## config.mk

```make
export PLATFORM = sky130hd
export DESIGN_NAME = alu_operand_loader
export DESIGN_NICKNAME = d
export VERILOG_FILES = /design/src/rtl/alu_pkg.sv /design/src/rtl/strobe_sync_edge.sv /design/src/rtl/alu_operand_loader.sv
export SDC_FILE = /design/constraint.sdc
export NUM_CORES = 1
export LEC_CHECK = 0
export BUFFER_PORTS_ARGS = -buffer_cell sky130_fd_sc_hd__buf_4
export CELL_PAD_IN_SITES_DETAIL_PLACEMENT = 1
export CELL_PAD_IN_SITES_GLOBAL_PLACEMENT = 1
export CORE_AREA = 2 2 60 62
export DETAILED_ROUTE_END_ITERATION = 6
export DIE_AREA = 0 0 62 64
export GPL_TIMING_DRIVEN = 0
export PLACE_DENSITY_LB_ADDON = 0.12
export SLEW_MARGIN = 20
export SYNTH_ARGS = -nofsm -noshare
export SYNTH_HDL_FRONTEND = slang
export SYNTH_SLANG_ARGS = --single-unit
```

## constraint.sdc

```tcl
create_clock -name clk -period 2.6 [get_ports clk]
set_input_delay 0 -clock clk [delete_from_list [all_inputs] [get_ports clk]]
set_output_delay 0 -clock clk [all_outputs]
set_load 0.02 [all_outputs]
```

## src/rtl/alu_pkg.sv

```systemverilog
// rtl/alu_pkg.sv - shared states, opcodes and widths for the ALU operand loader
package alu_pkg;

  localparam int NIBBLE_W = 4;
  localparam int RESULT_W = 8;

  localparam logic [NIBBLE_W-1:0] OP_NOP = 4'd0;
  localparam logic [NIBBLE_W-1:0] OP_ADD = 4'd1;
  localparam logic [NIBBLE_W-1:0] OP_SUB = 4'd2;
  localparam logic [NIBBLE_W-1:0] OP_AND = 4'd3;
  localparam logic [NIBBLE_W-1:0] OP_OR  = 4'd4;
  localparam logic [NIBBLE_W-1:0] OP_XOR = 4'd5;
  localparam logic [NIBBLE_W-1:0] OP_MUL = 4'd6;
  localparam logic [NIBBLE_W-1:0] OP_SHL = 4'd7;
  localparam logic [NIBBLE_W-1:0] OP_SHR = 4'd8;
  localparam logic [NIBBLE_W-1:0] OP_NOT = 4'd9;
  localparam logic [NIBBLE_W-1:0] OP_EQ  = 4'd10;
  localparam logic [NIBBLE_W-1:0] OP_NE  = 4'd11;
  localparam logic [NIBBLE_W-1:0] OP_GT  = 4'd12;
  localparam logic [NIBBLE_W-1:0] OP_LT  = 4'd13;
  localparam logic [NIBBLE_W-1:0] OP_DIV = 4'd14;

  typedef enum logic [2:0] {
    S_OP   = 3'd0,
    S_A    = 3'd1,
    S_B    = 3'd2,
    S_EXEC = 3'd3,
    S_WAIT = 3'd4
  } state_t;

  // The ALU only sees a live opcode while the loader is executing
  function automatic logic is_busy_state(input state_t s);
    return (s == S_EXEC) || (s == S_WAIT);
  endfunction

endpackage

```

## src/rtl/strobe_sync_edge.sv

```systemverilog
// rtl/strobe_sync_edge.sv - pin strobe synchroniser with one-cycle rising-edge pulse
module strobe_sync_edge #(
  parameter int SYNC_STAGES = 2
) (
  input  logic clk,
  input  logic reset_n,
  input  logic i_async,
  output logic o_pulse
);

  logic [SYNC_STAGES-1:0] r_sync;
  logic                   r_hist;

  // Shift the async level through the synchroniser and keep one cycle of history
  always_ff @(posedge clk) begin
    if (reset_n) begin
      r_sync <= '0;
      r_hist <= 1'b0;
    end else begin
      r_sync <= {r_sync[SYNC_STAGES-2:0], i_async};
      r_hist <= r_sync[SYNC_STAGES-1];
    end
  end

  assign o_pulse = r_sync[SYNC_STAGES-1] & ~r_hist;

endmodule

```

## src/rtl/alu_operand_loader.sv

```systemverilog
// rtl/alu_operand_loader.sv - nibble-serial opcode/operand loader and result latch for the 4-bit ALU (optional ALU_OPERAND_LOADER_TIMEOUT_EN)
module alu_operand_loader
  import alu_pkg::*;
#(
  parameter int SYNC_STAGES    = 2,
  parameter int RESULT_LATENCY = 1,
  parameter int TIMEOUT_CYCLES = 255
) (
  input  logic                clk,
  input  logic                reset_n,
  input  logic [NIBBLE_W-1:0] data_in,
  input  logic                load_strobe,
  input  logic [RESULT_W-1:0] alu_result,
  output logic [NIBBLE_W-1:0] op_select,
  output logic [NIBBLE_W-1:0] a,
  output logic [NIBBLE_W-1:0] b,
  output logic [RESULT_W-1:0] result,
  output logic                result_valid,
  output logic                busy,
  output logic                timeout_err
);

  state_t              r_state;
  state_t              w_state_nxt;
  logic [NIBBLE_W-1:0] r_op;
  logic [NIBBLE_W-1:0] r_a;
  logic [NIBBLE_W-1:0] r_b;
  logic [RESULT_W-1:0] r_result;
  logic                r_result_valid;
  logic [2:0]          r_wait_cnt;
  logic                w_ld;
  logic                w_to_hit;

  strobe_sync_edge #(
    .SYNC_STAGES(SYNC_STAGES)
  ) u_strobe (
    .clk     (clk),
    .reset_n (reset_n),
    .i_async (load_strobe),
    .o_pulse (w_ld)
  );

  // State register
  always_ff @(posedge clk) begin
    if (reset_n) begin
      r_state <= S_OP;
    end else begin
      r_state <= w_state_nxt;
    end
  end

  // Next state: strobes outside the load states are ignored
  always_comb begin
    w_state_nxt = r_state;
    case (r_state)
      S_OP: begin
        if (w_ld) w_state_nxt = S_A;
      end
      S_A: begin
        if (w_ld)          w_state_nxt = S_B;
        else if (w_to_hit) w_state_nxt = S_OP;
      end
      S_B: begin
        if (w_ld)          w_state_nxt = S_EXEC;
        else if (w_to_hit) w_state_nxt = S_OP;
      end
      S_EXEC: begin
        w_state_nxt = S_WAIT;
      end
      S_WAIT: begin
        if (r_wait_cnt == 3'd0) w_state_nxt = S_OP;
      end
      default: begin
        w_state_nxt = S_OP;
      end
    endcase
  end

  // Nibble capture, ALU latency countdown and result latch
  always_ff @(posedge clk) begin
    if (reset_n) begin
      r_op           <= '0;
      r_a            <= '0;
      r_b            <= '0;
      r_result       <= '0;
      r_result_valid <= 1'b0;
      r_wait_cnt     <= 3'd0;
    end else begin
      case (r_state)
        S_OP: begin
          if (w_ld) begin
            r_op           <= data_in;
            r_result_valid <= 1'b0;
          end
        end
        S_A: begin
          if (w_ld) r_a <= data_in;
        end
        S_B: begin
          if (w_ld) r_b <= data_in;
        end
        S_EXEC: begin
          r_wait_cnt <= 3'(RESULT_LATENCY - 1);
        end
        S_WAIT: begin
          if (r_wait_cnt == 3'd0) begin
            r_result       <= alu_result;
            r_result_valid <= 1'b1;
          end else begin
            r_wait_cnt <= r_wait_cnt - 3'd1;
          end
        end
        default: begin
        end
      endcase
    end
  end

`ifdef ALU_OPERAND_LOADER_TIMEOUT_EN
  localparam int TO_W = $clog2(TIMEOUT_CYCLES + 1);

  logic [TO_W-1:0] r_to_cnt;
  logic            r_timeout_err;
  logic            w_in_load;

  assign w_in_load = (r_state == S_A) || (r_state == S_B);
  assign w_to_hit  = w_in_load && !w_ld && (r_to_cnt == TO_W'(TIMEOUT_CYCLES));

  // Idle counter between nibbles plus the sticky abandonment flag
  always_ff @(posedge clk) begin
    if (reset_n) begin
      r_to_cnt      <= '0;
      r_timeout_err <= 1'b0;
    end else begin
      if (w_in_load && !w_ld) begin
        r_to_cnt <= r_to_cnt + 1'b1;
      end else begin
        r_to_cnt <= '0;
      end
      if (w_to_hit) begin
        r_timeout_err <= 1'b1;
      end else if ((r_state == S_OP) && w_ld) begin
        r_timeout_err <= 1'b0;
      end
    end
  end

  assign timeout_err = r_timeout_err;
`else
  logic w_unused_timeout_cfg;

  assign w_unused_timeout_cfg = ^TIMEOUT_CYCLES;
  assign w_to_hit             = 1'b0;
  assign timeout_err          = 1'b0;
`endif

  assign busy         = is_busy_state(r_state);
  assign op_select    = busy ? r_op : OP_NOP;
  assign a            = r_a;
  assign b            = r_b;
  assign result       = r_result;
  assign result_valid = r_result_valid;

endmodule

```

==> Implementation_results.wiki <==
{| class="wikitable"
! Metric !! Value
|-
| Placed cell count || 221
|-
| Maximum number of pins on one net before global-route repair || 11
|-
| Horizontal die dimension || 62 um
|-
| Worst endpoint required time || 2600 ps
|-
| Maximum number of buffers from clock root to sink || 2
|-
| Number of standard cells after synthesis || 139
|-
| Peak ir drop on the vdd network || 339 uV
|-
| Worst-skew pair later-pin latency || 320 ps
|-
| Number of buffers added on ports || 36
|-
| Number of warnings printed during yosys synthesis || 0
|-
| Post-route DRC violation count || 0
|-
| Vias in the first global route || 1254
|-
| Pre-CTS setup slack || 986 ps
|-
| Number of levels in the clock H-tree || 2
|-
| Final count of hold timing violations || 0
|-
| Sum of net half-perimeters after detailed placement || 2430 um
|-
| Peak Freq || 568 MHz
|-
| Clock net sink count || 30
|-
| Overall Power || 0.000811 W
|-
| Routed len/inst || 13.7 um
|-
| Relative slew slack || 66.8%
|-
| Clock transition at the registers of the reported paths || 90 ps
|-
| Average cell area after synthesis || 9.20 sq um
|-
| Area inside the core boundary || 0.00328 sq mm
|-
| Startpoint-to-endpoint class of the critical path || reg -> out
|-
| Final non-filler cell total || 238
|-
| Largest fanout of any net on the critical path || 8
|-
| Status || completed
|-
| Wire length after detailed routing || 3260 um
|-
| Initial cell density of the core || 38.9%
|-
| Fraction of the cycle the final worst path needs || 67.7%
|-
| Die Ht || 64 um
|-
| Placer congestion estimate || 0.753
|-
| Total power density per cell area || 461 mW/mm^2
|-
| DR iter-0 viols || 60
|-
| Worst Reg-to-Reg Cells || 6
|-
| Sequential share of the synthesized area || 47.0%
|-
| Total Neg Setup Slack || 0 ps
|-
| Via-per-instance ratio || 4.99
|-
| All-Layer GR Usage || 18.8%
|-
| Synthesis-stage register bit count || 30
|-
| Std cell rows || 21
|-
| Worst Tran Pin Value || 496 ps
|-
| Die Outline Area || 0.00397 sq mm
|-
| Overflow left after global routing || 0
|-
| IO Pins || 38
|-
| Final setup violating endpoints || 0
|-
| Number of antenna violations at the first check in global routing || 0
|-
| Critical Path AT || 1760 ps
|-
| Syn_nets || 156
|-
| Nature of the critical path startpoint || flop
|-
| Layout Skew || 10.9 ps
|-
| Hold Crit Class || in -> reg
|-
| Iteration count of the initial detailed-routing pass || 4
|-
| Area grow syn2layout || 37.4%
|-
| Number of antenna diodes || 0
|-
| Root Buffer Master || sky130_fd_sc_hd__clkbuf_4
|-
| Fraction of layout cells with a size suffix above 1 || 26.0%
|-
| Number of maximum-capacitance constraint violations || 0
|-
| Largest area contributor in the synthesized netlist || sky130_fd_sc_hd__dfxtp_1
|-
| Synth top area cells || sky130_fd_sc_hd__dfxtp_1 47%, sky130_fd_sc_hd__nand2b_1 7.3%, sky130_fd_sc_hd__mux2i_1 6.3%
|-
| Wire length of the first global-routing pass || 5530 um
|-
| Area fraction of the dominant cell type after synthesis || 47.0%
|-
| Mapped cell area || 0.00128 sq mm
|-
| Number of nets still failing antenna checks after routing || 0
|-
| Clock tree from TritonCTS || yes
|-
| Worst Hold Depth || 3
|-
| Post-CTS Resized || 0
|-
| Library cells used by synthesis || 30
|-
| Clock buffer count from CTS || 5
|-
| Max Slew Vio Count || 0
|-
| Critical path endpoint category || primary output
|-
| Static leakage power || 0.724 nW
|-
| Via count of the routed design || 1187
|-
| Time the final worst path needs with I/O delays and setup || 1760 ps
|-
| Final layout net count || 208
|-
| Post-route worst setup slack || 839 ps
|-
| RSZ-0062 raised after global routing || false
|}
-- per-layer routing --
| metal | global-route usage, % | wire (um) |
|---|---|---|
| met5 | 0 | 0 |
| met4 | 7.18 | 26 |
| met3 | 6.28 | 177 |
| met2 | 33.5 | 1760 |
| met1 | 19.5 | 1290 |
-- final timing paths --
check	start	end	slack [ps]
worst max-delay path	r_state[1]	op_select[2]	840
worst min-delay path	data_in[2]	b[2]	20
worst max register to register	r_wait_cnt[0]	result[3]	950
worst min register to register	u_strobe.r_sync[0]	u_strobe.r_sync[1]	460
-- cells by family after synthesis --
family,after synthesis,synth area share (%)
other,1,0.293
buffers and inverters,14,5.09
muxes,8,6.26
DFF,30,47.0
and+or+nand+nor,50,25.1
adders and majority gates,2,1.96
AOI/OAI and AO/OA,34,14.3
-- cell usage after synthesis, drive strengths merged --
cell type,count
mux2i,8
nand3b,2
dfxtp,30
nand2,1
clkbuf,6
nand2b,15
or3b,3
conb,1
o21ai,16
or2,1
nand4bb,1
a211oi,2
nor3,2
nand3,9
nor2b,12
o211ai,3
buf,4
or3,1
nor3b,1
a21oi,13
or4,1
ha,2
inv,4
and2,1
-- what timing repair did --
item / in CTS / in global routing
hold endpoints to repair: 9 / 0
hold buffers: 9 / 0
buffers inserted: 0 / 0
endpoints found under the setup margin: 0 / 0
-- worst max-delay path: stages (launching register included) --
cell and delay (ps):
sky130_fd_sc_hd__dfxtp_1 380, sky130_fd_sc_hd__or3b_2 540, sky130_fd_sc_hd__and2_1 220, sky130_fd_sc_hd__nor2b_1 150
sky130_fd_sc_hd__buf_4 160
-- sequential cells by signal (all words and copies together), names as in the netlist --
| register | count |
|---|---|
| result | 8 |
| b | 4 |
| u_strobe.r_sync | 2 |
| r_op | 4 |
| a | 4 |
| r_wait_cnt | 3 |
| u_strobe.r_hist | 1 |
| result_valid | 1 |
| r_state | 3 |
-- cell usage in the layout (no fill, tap or decap), drive strengths merged --
cell type    netlist  routed
buf                4      40
dfxtp             30      30
o21ai             16      16
nand2b            15      15
a21oi             13      13
clkbuf             6      13
nor2b             12      12
nand3              9       9
dlygate4sd3        0       9
mux2i              8       8
inv                4       4
o211ai             3       3
or3b               3       3
nand3b             2       2
a211oi             2       2
ha                 2       2
nor3               2       2
and2               1       1
nor3b              1       1
nand4bb            1       1
or3                1       1
or2                1       1
nand2              1       1
or4                1       1
conb               1       1
clkinv             0       1
-- area by class of cell --
class	instances	area, sq um
fill	392	1530
timing repair buffer	45	360
clock buffer	7	55.1
multi-input combinational	95	613
clock inverter	1	5.00
sequential	30	601
buffer	10	50.0
tap	46	57.6
inverter	4	15.0
-- power breakdown --
| part | switching, W | internal, W |
|---|---|---|
| registers | 0.00000395 | 0.000465 |
| logic | 0.0000229 | 0.0000349 |
| clock network | 0.000153 | 0.000131 |
-- per-stage QoR --
stage               utilization [%]  cell area, sq um  hold slack, ps
floorplan                         -              1280             128
global placement               48.9              1610             209
detailed placement             48.9              1610             228
CTS                            53.5              1760            1.17
global route                   53.5              1760            11.5
finish                         53.5              1760            20.3
(Power assumes the default switching activity.)
